===== config.mk =====
export PLATFORM = sky130hd
export DESIGN_NAME = clk_en_gen
export DESIGN_NICKNAME = d
export VERILOG_FILES = /design/src/rtl/clk_en_gen.sv
export SDC_FILE = /design/constraint.sdc
export NUM_CORES = 1
export LEC_CHECK = 0
export CAP_MARGIN = 20
export CELL_PAD_IN_SITES_DETAIL_PLACEMENT = 0
export CELL_PAD_IN_SITES_GLOBAL_PLACEMENT = 1
export CORE_ASPECT_RATIO = 0.7
export CORE_UTILIZATION = 45
export DETAILED_ROUTE_END_ITERATION = 12
export GPL_TIMING_DRIVEN = 0
export PLACE_DENSITY = 0.78
export SLEW_MARGIN = 25
export SYNTH_ARGS = -nofsm -noshare
export SYNTH_HDL_FRONTEND = slang
export SYNTH_SLANG_ARGS = --single-unit

===== constraint.sdc =====
create_clock -name sys_clk_i -period 4.11 [get_ports sys_clk_i]
set_clock_uncertainty 0.2 [all_clocks]
set_input_delay 1.0275 -clock sys_clk_i [delete_from_list [all_inputs] [get_ports sys_clk_i]]
set_output_delay 1.0275 -clock sys_clk_i [all_outputs]
set_load 0.1 [all_outputs]

===== src/rtl/clk_en_gen.sv =====
// Multi-channel clock-enable generator with a settle (lock) delay.
// Each channel emits a one-cycle enable every N cycles, phase-aligned at lock exit.
module clk_en_gen #(
  parameter int CHANNELS    = 2,
  parameter int DIV_WIDTH   = 8,
  parameter int LOCK_CYCLES = 16
) (
  input  logic                          sys_clk_i,
  input  logic                          sys_rst_n_i,
  input  logic [CHANNELS*DIV_WIDTH-1:0] div_i,
  input  logic                          load_i,
  output logic                          ready_o,
  output logic [CHANNELS-1:0]           clk_en_o,
  output logic                          sync_o
);

  localparam int CW = $clog2(LOCK_CYCLES + 1);
  localparam logic [CW-1:0] LOCK_MAX = CW'(LOCK_CYCLES);
  localparam logic [CW-1:0] CNT_ONE = CW'(1);
  localparam logic [DIV_WIDTH-1:0] ONE = DIV_WIDTH'(1);

  localparam logic [0:0] S_LOCK = 1'b0;
  localparam logic [0:0] S_RUN  = 1'b1;

  logic [0:0]          state_q, state_d;
  logic [CW-1:0]       cnt_q, cnt_d;
  logic                ready_q, ready_d;
  logic [CHANNELS-1:0] en_q, en_d;

  logic [DIV_WIDTH-1:0] ratio_q [CHANNELS];
  logic [DIV_WIDTH-1:0] ratio_d [CHANNELS];
  logic [DIV_WIDTH-1:0] phase_q [CHANNELS];
  logic [DIV_WIDTH-1:0] phase_d [CHANNELS];
  logic [DIV_WIDTH-1:0] last    [CHANNELS];

  logic [CHANNELS-1:0] wrap;
  logic                lock_done;
  logic                step;

  // Ratio 0 behaves as ratio 1, so the last phase is 0 in both cases.
  always_comb begin
    for (int c = 0; c < CHANNELS; c++) begin
      last[c] = (ratio_q[c] == '0) ? '0 : ratio_q[c] - ONE;
      wrap[c] = (phase_q[c] == last[c]);
    end
  end

  assign lock_done = (state_q == S_LOCK) &&
                     ((cnt_q + CNT_ONE) == LOCK_MAX);

  always_comb begin
    state_d = state_q;
    cnt_d   = cnt_q;
    ready_d = ready_q;
    en_d    = en_q;
    ratio_d = ratio_q;
    phase_d = phase_q;
    step    = 1'b0;
    if (load_i) begin
      state_d = S_LOCK;
      cnt_d   = '0;
      ready_d = 1'b0;
      en_d    = '0;
      for (int c = 0; c < CHANNELS; c++) begin
        ratio_d[c] = div_i[c*DIV_WIDTH +: DIV_WIDTH];
        phase_d[c] = '0;
      end
    end else if (state_q == S_LOCK) begin
      if (lock_done) begin
        state_d = S_RUN;
        cnt_d   = '0;
        ready_d = 1'b1;
        step    = 1'b1;
      end else begin
        cnt_d = cnt_q + CNT_ONE;
      end
    end else begin
      step = 1'b1;
    end
    // Phase is 0 at lock exit, so edge R is simply the first step.
    if (step) begin
      for (int c = 0; c < CHANNELS; c++) begin
        en_d[c]    = wrap[c];
        phase_d[c] = wrap[c] ? '0 : phase_q[c] + ONE;
      end
    end
  end

  always_ff @(posedge sys_clk_i or negedge sys_rst_n_i) begin
    if (!sys_rst_n_i) begin
      state_q <= S_LOCK;
      cnt_q   <= '0;
      ready_q <= 1'b0;
      en_q    <= '0;
      for (int c = 0; c < CHANNELS; c++) begin
        ratio_q[c] <= ONE;
        phase_q[c] <= '0;
      end
    end else begin
      state_q <= state_d;
      cnt_q   <= cnt_d;
      ready_q <= ready_d;
      en_q    <= en_d;
      for (int c = 0; c < CHANNELS; c++) begin
        ratio_q[c] <= ratio_d[c];
        phase_q[c] <= phase_d[c];
      end
    end
  end

  assign ready_o  = ready_q;
  assign clk_en_o = en_q;
  assign sync_o   = &en_q;

endmodule


After elaboration in Yosys (flattened, before gate mapping)
Index checks and enable logic that the tools add are counted.
- multiplexer cells: 17
- bitwise operators: 1
- eq/ne operators: 4
- $add $sub $neg: 5
- reduce and logical (&&, ||, !) cells: 7
- operator list (cell ; number):
    $mux W16 ; 2
    $mux W8 ; 4
    $add A8 B1 Y8 const B ; 2
    $eq A8 B8 Y1 ; 2
    $logic_not A8 Y1 ; 2
    $sub A8 B1 Y8 const B ; 2
    $mux W5 ; 3
    $mux W1 ; 6
    $add A5 B1 Y5 const B ; 1
    $eq A5 B5 Y1 const B ; 1
    $mux W2 ; 2
    $reduce_and A2 Y1 ; 2
    $reduce_bool A2 Y1 ; 2
    $ne A2 B2 Y1 const B ; 1
    $logic_and A1 B1 Y1 ; 1
    $not A1 Y1 ; 1
- output and inout port bits: 4
- register bits after elaboration: 41
- input bits: 19
- word-level logic and storage cells: 42

Longest topological paths before layout
- depth after elaboration: 7
- gate-level depth with buffers: 12
- depth with buffers taken out: 9

Worst setup path before layout
No wires, ideal clock.
- path type: flip-flop to flip-flop
- from: register ratio_q[0] (netlist name)
- to: register phase_q[6] (netlist name)
- arrival time: 2.754 ns
- buffers on the path: 3
- setup time: 0.124 ns
- path slack: 1.032 ns
- required time: 3.786 ns
- cell stages (with the launch flop): 13
- clock period less this slack: 3.078 ns
- path through: dfstp_2 -> buf_2 -> inv_1 -> ha_1 -> clkbuf_1 -> nor4b_1 -> or4_1 -> nand3_1 -> nand4b_1 -> o31ai_2 -> buf_2 -> nor3_1 -> a211o_1
- cells in the longest elaborated chain, start to end: 5
- elaborated cells on any way between the ends: 6
- classes of those cells: add/sub: 1; eq/ne: 1; mux: 3; reduce/logical: 1
- ends and longest elaborated chain (item ; RTL line ; RTL):
    start, declared ; 30 ; logic [DIV_WIDTH-1:0] ratio_q [CHANNELS];
    start signal, assigned by index ; 105 ; ratio_q[c] <= ratio_d[c];
    $sub A8 B1 Y8 / $logic_not A8 Y1 (equally long branches) ; 43 ; last[c] = (ratio_q[c] == '0) ? '0 : ratio_q[c] - ONE;
    $mux W8 * ; 43 ;
    $eq A8 B8 Y1 * ; 44 ; wrap[c] = (phase_q[c] == last[c]);
    $mux W8 * ; 84 ; phase_d[c] = wrap[c] ? '0 : phase_q[c] + ONE;
    $mux W16 * ; 81 ; if (step) begin
    end signal, assigned by index ; 106 ; phase_q[c] <= phase_d[c];
    end, declared ; 32 ; logic [DIV_WIDTH-1:0] phase_q [CHANNELS];
Every way passes the cells marked *; elsewhere a longest branch is shown, timed or not.
A chain may end at the register's enable or synchronous reset.

Worst setup path in the final report
Ends and elaborated chain as after synthesis.

==> results.yml <==
finish:
  final_area_um2: 3180
  num-fill-cells: 548
  synthToLayoutAreaGrowth_pct: 14.8
  utilization_pct: 54.6
  drive_gt1_share_pct: 12.4
  fin_nets: 355
  instances_no_fill: 405
  antenna_cells: 0
  multiInputGateArea_um2: 1620
  regArea_um2: 1030
sta:
  timing.final.crit_share_pct: 86.7
  fmax_ghz: 0.281
  worstMarginPinSlew_ns: 0.970
  final_hold_viol_count: 0
  drv_slew: 0
  period_minus_slack_ns: 3.56
  setup_violations: 0
  setup_ws_ns: 0.548
  fin_tns_setup_ns: 0
  max_slew_margin_pct: 35.1
  rsz0062_at_grt: "no"
clocking:
  cts_root_buf: "clkbuf_8"
  clk_pin_slew_ns: 0.08
  cts_htree_levels: 2
  cts_buffers: 5
  holdBufCountCts: 0
  cts_num_sinks: 41
  tritoncts: "yes"
  cts_buffer_depth: 2
  clock_latency_ns: 0.29
  post_cts_buffers: 0
  post_cts_resized: 0
setup_path:
  crit_start: "ratio_q[0]"
  max_stage_delay_ns: 0.64
  r2r_start: "ratio_q[0]"
  critical-path-slowest-cell: "nor4b_1"
  cp_max_fo: 10
  required_ns: 4.09
  crit_type: "register to register"
  critPathLaunchType: "register"
  arrival_ns: 3.54
  cp_common_cell: "buf_2"
  worstPathCellList: "buf_2, inv_1, ha_1, clkbuf_1, nor4b_1, and2_1, o31ai_1, o311a_1, o31ai_2, buf_2, nor3_1, a211o_1"
  critPathCaptureType: "register"
placement:
  post-place-ws_ns: 0.617
  dpl_cell_area_um2: 3090
  port_buffers: 21
  place_inst: 398
  dp_hpwl_um: 4540
  gp_congestion: 0.834
yosys:
  synth-seq-area-share_pct: 37.2
  syn_area_um2: 2770
  synth_most_common_cell: "dfrtp_1"
  ys_warn_count: 0
  postSynthCellCount: 301
  ys_ff_latch: 41
  synth.net_count: 326
  yosysTopAreaCell: "dfrtp_1"
  avgSynthCellArea_um2: 9.19
  synth_common_cells: "dfrtp_1, nand2_1, nor2_1"
  ys_top_cells_by_area: "dfrtp_1, mux2_2, nand2_1"
  synth_cell_types: 61
  synth_edf_count: 0
  yosysTopAreaCellShare_pct: 35.3
  synthArstFlopShare_pct: 100
  synthFlopType: "dfrtp_1"
global_route:
  gr-total-overflow: 0
  antenna_found_initial: 0
  track_usage_pct: 20.9
  grt_pass1_vias: 2062
  grt_pass1_wl_um: 10300
  grt_max_degree: 28
power_and_ir_drop:
  peakVddDrop_mv: 0.173
  p_per_area_nw_per_um2: 284
  leakage_nw: 1.30
route:
  wirelength_um: 6120
  viasPerCell: 5.60
  first_iter_violations: 109
  vias: 2269
  drtPass1Iterations: 4
  drt.antenna.violating_nets: 0
  drt-wirelength-per-cell_um: 15.1
  drc: 0
die:
  die-height_um: 67.6
  dieArea_um2: 6470
  rows: 23
  die_w_um: 95.7
  ioPinCount: 23
  core_area_um2: 5810
  start_util_pct: 47.6
min_path:
  hold_class: "register to register"
  min_from: "ready_o"
status:
  run_status: "finished, final reports clean"
job:
  cap_violations: 0
-- final cells by class --
class	count	share of cell area, %
flip-flops and latches	41	32.4
repair buffers	22	7.09
well taps	75	2.96
clock inverters	1	0.236
clock buffers	6	2.60
plain buffers	18	2.68
multi-input cells	232	50.9
inverters	10	1.18
-- sequential cells by signal, summed over array words and instances, names as in the netlist --
signal	flops
ready_o	1
state_q	1
phase_q	16
clk_en_o	2
ratio_q	16
cnt_q	5
-- per-stage QoR --
stage	hold slack (ns)	power, mW
after floorplan	0.311	0.573
after global placement	0.291	0.626
after detailed placement	0.297	0.632
after CTS	0.319	0.912
after global routing	0.371	0.948
final	0.315	0.901
-- path summary, 6_finish.rpt --
check / end / slack (ns) / cells after the start
min reg2reg: ready_o / 0.31 / 2
max reg2reg: phase_q[6] / 0.55 / 12
min in group asynchronous: cnt_q[4] / 0.45 / 1
max in group asynchronous: ratio_q[8] / 2.69 / 2
min: ready_o / 0.31 / 2
max: phase_q[6] / 0.55 / 12
-- power breakdown --
| part | switching [mW] | internal [mW] |
|---|---|---|
| sequential | 0.0220 | 0.422 |
| clock | 0.145 | 0.133 |
| combinational | 0.0940 | 0.0851 |
-- critical path: cells and delay by family (launching register included) --
kind            cells  cell delay [ns]
buf+inv             4             0.86
fa+ha+maj           1             0.14
flops               1             0.37
compound gates      4             0.88
simple gates        3             1.00
-- kinds of logic (layout without fill, tap and decap cells) --
family	Yosys count	count (layout)	share of synthesized area, %
buffers and inverters	28	57	4.43
DFF	41	41	37.2
adders and majority gates	6	6	2.71
xor gates and xnor gates	18	18	6.20
AOI/OAI and AO/OA	67	67	18.2
muxes	15	15	5.97
and+or+nand+nor	126	126	25.3
-- metal layers --
layer	global-route usage [%]	vias up	part of all wire, %
met5	0	-	0
met4	4.48	0	0.74
met3	4.05	4	4.6
met2	29.2	47	40
met1	32.6	1075	55
li1	-	1143	-
-- layout by cell type, fill, tap and decap left out, types with 3 or more instances in the layout --
master and n:
nor3b_1 4, mux2_2 12, clkbuf_8 6, a211o_1 3, inv_1 10, nand3b_1 3
or2_2 5, a21oi_1 7, nor2_1 24, nand2b_1 5, nor3_1 10, or3_1 5
nand3_1 9, o21ai_0 13, ha_1 6, clkbuf_1 10, xor2_1 6, mux2i_1 3
o31ai_1 6, nor4b_1 3, a22o_1 6, and3b_1 3, buf_2 6, a211oi_1 3
dfrtp_1 39, o32ai_1 3, a21boi_0 3, and2_1 4, xnor2_1 11, nor2b_1 5
a21o_1 4, clkdlybuf4s50_1 20, nand2_1 28, and3_1 3
No activity file was read; power rests on OpenSTA's default activity.
